===== config.mk =====
export PLATFORM = sky130hd
export DESIGN_NAME = aq_biu_wt_ctrl
export DESIGN_NICKNAME = d
export VERILOG_FILES = /design/src/rtl/aq_biu_wt_ctrl.sv
export SDC_FILE = /design/constraint.sdc
export NUM_CORES = 1
export LEC_CHECK = 0
export CORE_ASPECT_RATIO = 0.75
export CORE_MARGIN = 3
export CORE_UTILIZATION = 27
export DETAILED_ROUTE_END_ITERATION = 7
export GPL_TIMING_DRIVEN = 0
export HOLD_SLACK_MARGIN = 0.05
export PLACE_DENSITY_LB_ADDON = 0.12
export SYNTH_ARGS = -nofsm -noshare
export SYNTH_HDL_FRONTEND = slang
export SYNTH_SLANG_ARGS = --single-unit

===== constraint.sdc =====
create_clock -name wtable_clk -period 6 [get_ports wtable_clk]
set_clock_uncertainty 0.15 [all_clocks]
set_input_delay 1.2 -clock wtable_clk [delete_from_list [all_inputs] [get_ports wtable_clk]]
set_output_delay 1.2 -clock wtable_clk [all_outputs]
set_load 0.005 [all_outputs]

===== src/rtl/aq_biu_wt_ctrl.sv =====
// ---------------------------------------------------------------------------
// aq_biu_wt_ctrl
// Allocation and retirement controller for the BIU write table.
//
// Every accepted AW beat allocates the entry at create_ptr. Every B response
// retires the entry at pop_ptr. All writes share one AXI ID, so responses
// return in issue order and the table behaves as a FIFO. The block also
// OR-reduces the per-entry hit vectors into the AR/AW block signals, and it
// holds AW back while the table is full or an AW hit is pending.
//
// Handshake semantics: a transfer happens on a rising wtable_clk edge when
// valid and ready are both high in that cycle. Valid never depends on ready.
// Here awvalid is derived only from the raw request, the registered full flag
// and the block hits. A create is awvalid & awready. A pop is
// bvalid & bready while the table is not empty.
//
// Optional feature: define BIU_WT_TIMEOUT_EN to add a 12-bit age counter and
// the sticky wtable_timeout output port.
//
// Ports
//   wtable_clk, cpurst_b          clock; asynchronous active-low reset
//   biu_awvalid_raw, awready      ungated AW request; bus AW ready
//   awaddr, awcache, awlen        AW attributes captured by the created cell
//   bvalid, bready                B response handshake
//   wtable_entry_vld              per-entry valid bits from the cells
//   ar_/aw_hit_addr/so_vec        per-entry hit vectors from the cells
//   awvalid                       gated AW valid to the bus
//   wtable_create_en/pop_en       one-hot create / pop strobes
//   wtable_create_addr/so/burst   attributes for the cell being created
//   wtable_full, wtable_empty     occupancy flags from the registered count
//   ar_block, aw_block            combinational hit reductions
//   wtable_timeout                sticky age timeout (BIU_WT_TIMEOUT_EN only)
//   wtable_err                    sticky protocol error
// ---------------------------------------------------------------------------
module aq_biu_wt_ctrl #(
   parameter int ENTRY_NUM = 4,
   parameter int PTR_W     = 2,
   parameter int PADDR     = 40
) (
   input  logic                 wtable_clk,
   input  logic                 cpurst_b,
   input  logic                 biu_awvalid_raw,
   input  logic                 awready,
   input  logic [PADDR-1:0]     awaddr,
   input  logic [3:0]           awcache,
   input  logic [1:0]           awlen,
   input  logic                 bvalid,
   input  logic                 bready,
   input  logic [ENTRY_NUM-1:0] wtable_entry_vld,
   input  logic [ENTRY_NUM-1:0] ar_hit_addr_vec,
   input  logic [ENTRY_NUM-1:0] ar_hit_so_vec,
   input  logic [ENTRY_NUM-1:0] aw_hit_addr_vec,
   input  logic [ENTRY_NUM-1:0] aw_hit_so_vec,
   output logic                 awvalid,
   output logic [ENTRY_NUM-1:0] wtable_create_en,
   output logic [ENTRY_NUM-1:0] wtable_pop_en,
   output logic [9:0]           wtable_create_addr,
   output logic                 wtable_create_so,
   output logic                 wtable_create_burst,
   output logic                 wtable_full,
   output logic                 wtable_empty,
   output logic                 ar_block,
   output logic                 aw_block,
`ifdef BIU_WT_TIMEOUT_EN
   output logic                 wtable_timeout,
`endif
   output logic                 wtable_err
);

   localparam logic [PTR_W:0] CNT_FULL = (PTR_W+1)'(ENTRY_NUM);

   logic [PTR_W-1:0] create_ptr;
   logic [PTR_W-1:0] pop_ptr;
   logic [PTR_W:0]   cnt;
   logic [PTR_W:0]   cnt_nxt;
   logic             aw_hs;
   logic             pop_hs;
   logic             b_hs;
   logic             err_set;

   // Attribute bits the cells do not store; reduced here to mark them as
   // intentionally unused.
   logic unused_attr_bits;
   assign unused_attr_bits = ^{awaddr[PADDR-1:14], awaddr[3:0], awcache[3:2], awcache[0]};

   // Hits from the cells are already qualified with entry valid.
   assign ar_block = (|ar_hit_addr_vec) | (|ar_hit_so_vec);
   assign aw_block = (|aw_hit_addr_vec) | (|aw_hit_so_vec);

   // Full and empty come from the registered count. A pop in the same cycle
   // therefore cannot open the gate for a create while the table is full.
   assign wtable_full  = (cnt == CNT_FULL);
   assign wtable_empty = (cnt == '0);

   assign awvalid = biu_awvalid_raw & ~wtable_full & ~aw_block;
   assign aw_hs   = awvalid & awready;
   assign b_hs    = bvalid & bready;
   assign pop_hs  = b_hs & ~wtable_empty;

   assign wtable_create_addr  = awaddr[13:4];
   assign wtable_create_so    = ~awcache[1];
   assign wtable_create_burst = (awlen == 2'b11);

   // Strobes are combinational, so a cell captures its create or pop on the
   // same edge that moves the matching pointer.
   always_comb begin
      wtable_create_en          = '0;
      wtable_pop_en             = '0;
      wtable_create_en[create_ptr] = aw_hs;
      wtable_pop_en[pop_ptr]       = pop_hs;
   end

   always_comb begin
      cnt_nxt = cnt;
      case ({aw_hs, pop_hs})
         2'b10:   cnt_nxt = cnt + 1'b1;
         2'b01:   cnt_nxt = cnt - 1'b1;
         default: cnt_nxt = cnt;
      endcase
   end

   // Error sources: a B response with nothing outstanding, creating into a
   // cell that still holds an entry, or popping a cell that is not valid.
   assign err_set = (b_hs & wtable_empty)
                  | (aw_hs & wtable_entry_vld[create_ptr])
                  | (pop_hs & ~wtable_entry_vld[pop_ptr]);

   always_ff @(posedge wtable_clk or negedge cpurst_b) begin
      if (!cpurst_b) begin
         create_ptr <= '0;
         pop_ptr    <= '0;
         cnt        <= '0;
         wtable_err <= 1'b0;
      end else begin
         if (aw_hs)
            create_ptr <= create_ptr + PTR_W'(1);
         if (pop_hs)
            pop_ptr <= pop_ptr + PTR_W'(1);
         cnt <= cnt_nxt;
         if (err_set)
            wtable_err <= 1'b1;
      end
   end

`ifdef BIU_WT_TIMEOUT_EN
   // Age of the oldest outstanding write. It restarts whenever that entry
   // retires or nothing is outstanding, and saturates at all-ones.
   logic [11:0] age_cnt;

   always_ff @(posedge wtable_clk or negedge cpurst_b) begin
      if (!cpurst_b) begin
         age_cnt        <= '0;
         wtable_timeout <= 1'b0;
      end else begin
         if (pop_hs || wtable_empty)
            age_cnt <= '0;
         else if (age_cnt != 12'hFFF)
            age_cnt <= age_cnt + 12'd1;
         if (age_cnt == 12'hFFF)
            wtable_timeout <= 1'b1;
      end
   end
`endif

endmodule


**Yosys cells after proc, flatten, opt, wreduce, memory -nomap -nowiden**

Index checks and enable logic that the tools add are counted.

- Bits in registers: 8
- Output and inout port bits: 26
- Word-level logic and storage cells: 52
- Input port bits: 72

- Equality and inequality tests: 4
- Reductions and logical operators: 8
- Multiplexer cells: 9
- Magnitude comparators: 4
- Bitwise operators: 19
- Add/subtract/negate cells: 4

Operators with widths:

| operator | number |
|---|---|
| $reduce_or 4->1 | 4 |
| $and 1x1->1 | 8 |
| $and 4x4->4 | 2 |
| $lt 2x3->1 const B | 2 |
| $pmux 3 s2 | 1 |
| $not 1->1 | 5 |
| $add 2x1->2 const B | 2 |
| $bmux 1 s2 | 2 |
| $demux 1 s2 | 2 |
| $eq 2x2->1 const B | 2 |
| $ge 2x1->1 const B | 2 |
| $mux 1 | 4 |
| $or 1x1->1 | 4 |
| $add 3x1->3 const B | 1 |
| $eq 3x3->1 const B | 1 |
| $logic_not 3->1 | 1 |
| $sub 3x1->3 const B | 1 |
| $eq 2x1->1 const B | 1 |
| $logic_and 1x1->1 | 2 |
| $reduce_bool 2->1 | 1 |

**Depth between registers and ports, before layout**

- Depth in word-level cells: 8
- Depth in mapped cells: 9
- Depth with buffers taken out: 9

**Worst setup path before layout**

No wires, ideal clock.

- Kind: input port to output port
- From: in aw_hit_so_vec[1]
- To: out wtable_create_en[0]
- Arrival: 2391 ps
- Slack: 2259 ps
- Stages: 3
- Cell sequence: or4_4 nor4_4 and2_2

- Longest elaborated chain between the ends: 6

RTL lines:

| item | RTL line | text |
|---|---|---|
| start: declaration | 53 | `input logic [ENTRY_NUM-1:0] aw_hit_so_vec,` |
| $reduce_or 4->1 | 88 | `assign aw_block = (\|aw_hit_addr_vec) \| (\|aw_hit_so_vec);` |
| $or 1x1->1 | 88 |  |
| $not 1->1 | 95 | `assign awvalid = biu_awvalid_raw & ~wtable_full & ~aw_block;` |
| $and 1x1->1 | 95 |  |
| $and 1x1->1 | 96 | `assign aw_hs = awvalid & awready;` |
| $and 4x4->4 (no line) | - |  |
| end: declaration | 55 | `output logic [ENTRY_NUM-1:0] wtable_create_en,` |

Every way passes these cells.

**Final worst setup path**

- From: in aw_hit_so_vec[1]
- To: out wtable_create_en[2]

The elaborated chain is that of the path after synthesis.

==> results.md <==
* Run status: complete, no violations
* Setup TNS at 0 ps
* Slowest cell delay on critical path at 560 ps
* Antenna viol nets, final at 0
* H-tree levels at 1
* Final max-slew violation count at 0
* Critical path's slowest cell: or4_4
* Vias in the first global route at 699
* Max-cap viol count at 0
* Initial antenna violation count at 0
* CTS Buffer Depth at 2
* Most used cell, CP: clkdlybuf4s50_1
* DRT iter0 DRCs at 9
* Worst Path Buf+Inv at 2
* Peak supply drop at 134 uV
* Number of synthesis warnings at 0
* Final nets at 216
* Routability cong. at 0.709
* Via count at 690
* Num CTS Buffers at 3
* Pin count of the biggest net entering global routing at 9
* PortBufs at 54
* Vias/cell at slightly above 4
* Fillers at 233
* Most frequent cells in the layout: 54 x clkdlybuf4s50_1, 11 x inv_1, 10 x buf_4
* Final hold vios at 0
* First-pass GRT wire length at 3130 um
* CP Class: primary input to output pin
* Mapped cell area at 751 um^2
* Pwr Density at 216 mW/mm^2
* Pre-antenna DRT Iters at 3
* RSZ-0062 raised after global routing: false
* Later-pin clock latency in the skew report at 230 ps
* CTS sink cnt at 8
* Highest Clock Rate at between 200 and 250 MHz
* Most common cell after layout, fill and taps aside: clkdlybuf4s50_1
* Die W at 66.9 um
* Final wirelength at 1940 um
* Post-CTS resize count at 0
* Initial Utilization at 0.305
* Worst Path Max Fanout at 8
* Crit path cell chain: clkdlybuf4s50_1 -> or4_4 -> nor4_4 -> and2_2 -> clkdlybuf4s50_1
* Die height at between 50 and 60 um
* Startpoint Class: primary input
* Dpl hpwl at 1720 um
* Worst slew margin at 0.588
* Core area at about 0.0025 mm^2
* Static Leak at 0.586 nW
* Avg Inst Size Synth at 10.0 um^2
* Mapped Cells at 75
* Synthesis-to-layout area growth at 83.2%
* Nature of the critical path endpoint: output pin
* Largest cells by area after synthesis: dfrtp_1 27%, ha_1 15%, buf_4 10%
* Root Driver: clkbuf_8
* Crit share post-route at 0.792
* # hold bufs at CTS at 0
* DR DRC count at 0
* Final core utilization at 0.559
* Post-synth top area share at 0.267
* Layout cells sized above 1 at 0.189
* Wire per inst at 11.7 um
* GR Overflow Total at 0
* Die Area at 0.00346 mm^2
* Data required time of the worst path at ~4700 ps
* Min Tclk post-route at 4750 ps
* Post-CTS setup buffer count at 0
* Sequential element share of the synthesized area at 0.267
* Synthesized net count at 157
* N_diodes at 0
* Cell row count at 15
* Synthesis-stage register bit count at 8
* Slew @ Worst Pin at 616 ps
* Worst hold-check path type: flip-flop to flip-flop
* CTS tree: done
* Clock transition at path regs at roughly 40 ps
* Unique cell type count in the Yosys netlist at 23
* I/O pin count at 98
* Leading area contributor after synthesis: dfrtp_1
* Crit path DAT at around 3400 ps
* Worst path top cell family by delay: simple AND/OR/NAND/NOR gates
* Setup violators final at 0
* GRT Overall Usage at 0.120
-- layout make-up --
class	count	area [um^2]	share of cell area
clock buffers	3	41.3	0.0300
plain buffers	10	75.1	0.0546
well taps	34	42.5	0.0309
repair buffers	54	541	0.393
flip-flops and latches	8	200	0.146
inverters	11	41.3	0.0300
multi-input cells	46	434	0.316
-- worst reg2reg max path, cell delays in order, from the launching register on --
cell and delay (ps):
dfrtp_1 400, nor3b_1 550, nor4_4 150, inv_1 90
ha_1 170, inv_1 60, fa_1 370, xor2_1 150
nor2_1 110, xor2_1 140
-- report_power, final --
part,switching (mW),internal [mW]
registers,0.0212,0.0726
logic,0.0516,0.0846
clock network,0.0227,0.0436
-- cells in the mapped netlist (all sizes together) --
cell / number
or3: 1
a211o: 1
inv: 11
nor2: 3
a21oi: 1
and2: 9
o21ai: 1
mux4: 2
xnor2: 3
fa: 1
mux2: 2
dfrtp: 8
nor4b: 1
ha: 9
nor3b: 1
nand2: 4
buf: 10
or4: 2
nor4: 3
xor2: 2
-- state kept, by name, summed over array words and instances, names as in the netlist --
register / cells
pop_ptr: 2
create_ptr: 2
cnt: 3
wtable_err: 1
-- routing by layer --
| layer | vias up | part of all wire | wire [um] | global-route usage |
|---|---|---|---|---|
| li1 | 347 | - | - | - |
| met1 | 317 | 0.39 | 749 | 0.130 |
| met2 | 24 | 0.54 | 1060 | 0.220 |
| met3 | 2 | 0.065 | 126 | 0.0454 |
| met4 | 0 | 0.0036 | 7 | 0.0303 |
| met5 | - | 0 | 0 | 0 |
-- stage by stage --
| stage | area, um^2 | hold slack (ps) | std cells | setup slack [ps] | power [mW] |
|---|---|---|---|---|---|
| 2_1_floorplan | 751 | 297 | 75 | 2260 | 0.168 |
| 3_3_place_gp | 1330 | 302 | 163 | 1230 | 0.230 |
| 3_5_place_dp | 1330 | 310 | 163 | 1220 | 0.233 |
| 4_1_cts | 1380 | 319 | 166 | 1220 | 0.301 |
| 5_1_grt | 1380 | 336 | 166 | 1150 | 0.324 |
| 6_report | 1380 | 315 | 166 | 1250 | 0.296 |
-- path summary, 6_finish.rpt --
| kind | end | slack, ps | start | cells past startpoint |
|---|---|---|---|---|
| min | wtable_err$_DFFE_PN0P_ | 310 | wtable_err$_DFFE_PN0P_ | 1 |
| min in group asynchronous | cnt[1]$_DFFE_PN0P_ | 1110 | cpurst_b | 1 |
| max reg2reg | cnt[2]$_DFFE_PN0P_ | 3580 | cnt[1]$_DFFE_PN0P_ | 9 |
| max in group asynchronous | pop_ptr[1]$_DFFE_PN0P_ | 4310 | cpurst_b | 1 |
| max | wtable_create_en[2] | 1250 | aw_hit_so_vec[1] | 5 |
| min reg2reg | wtable_err$_DFFE_PN0P_ | 310 | wtable_err$_DFFE_PN0P_ | 1 |
-- cells by family (layout without fill, tap and decap cells) --
| logic type | Yosys count | after routing | share of synthesized area |
|---|---|---|---|
| buf+inv | 21 | 78 | 0.155 |
| mux | 4 | 4 | 0.0950 |
| simple gates | 24 | 24 | 0.222 |
| fa+ha+maj | 10 | 10 | 0.177 |
| compound gates | 3 | 3 | 0.0267 |
| xor+xnor | 5 | 5 | 0.0583 |
| flops | 8 | 8 | 0.267 |
No activity file was read; power rests on OpenSTA's default activity.
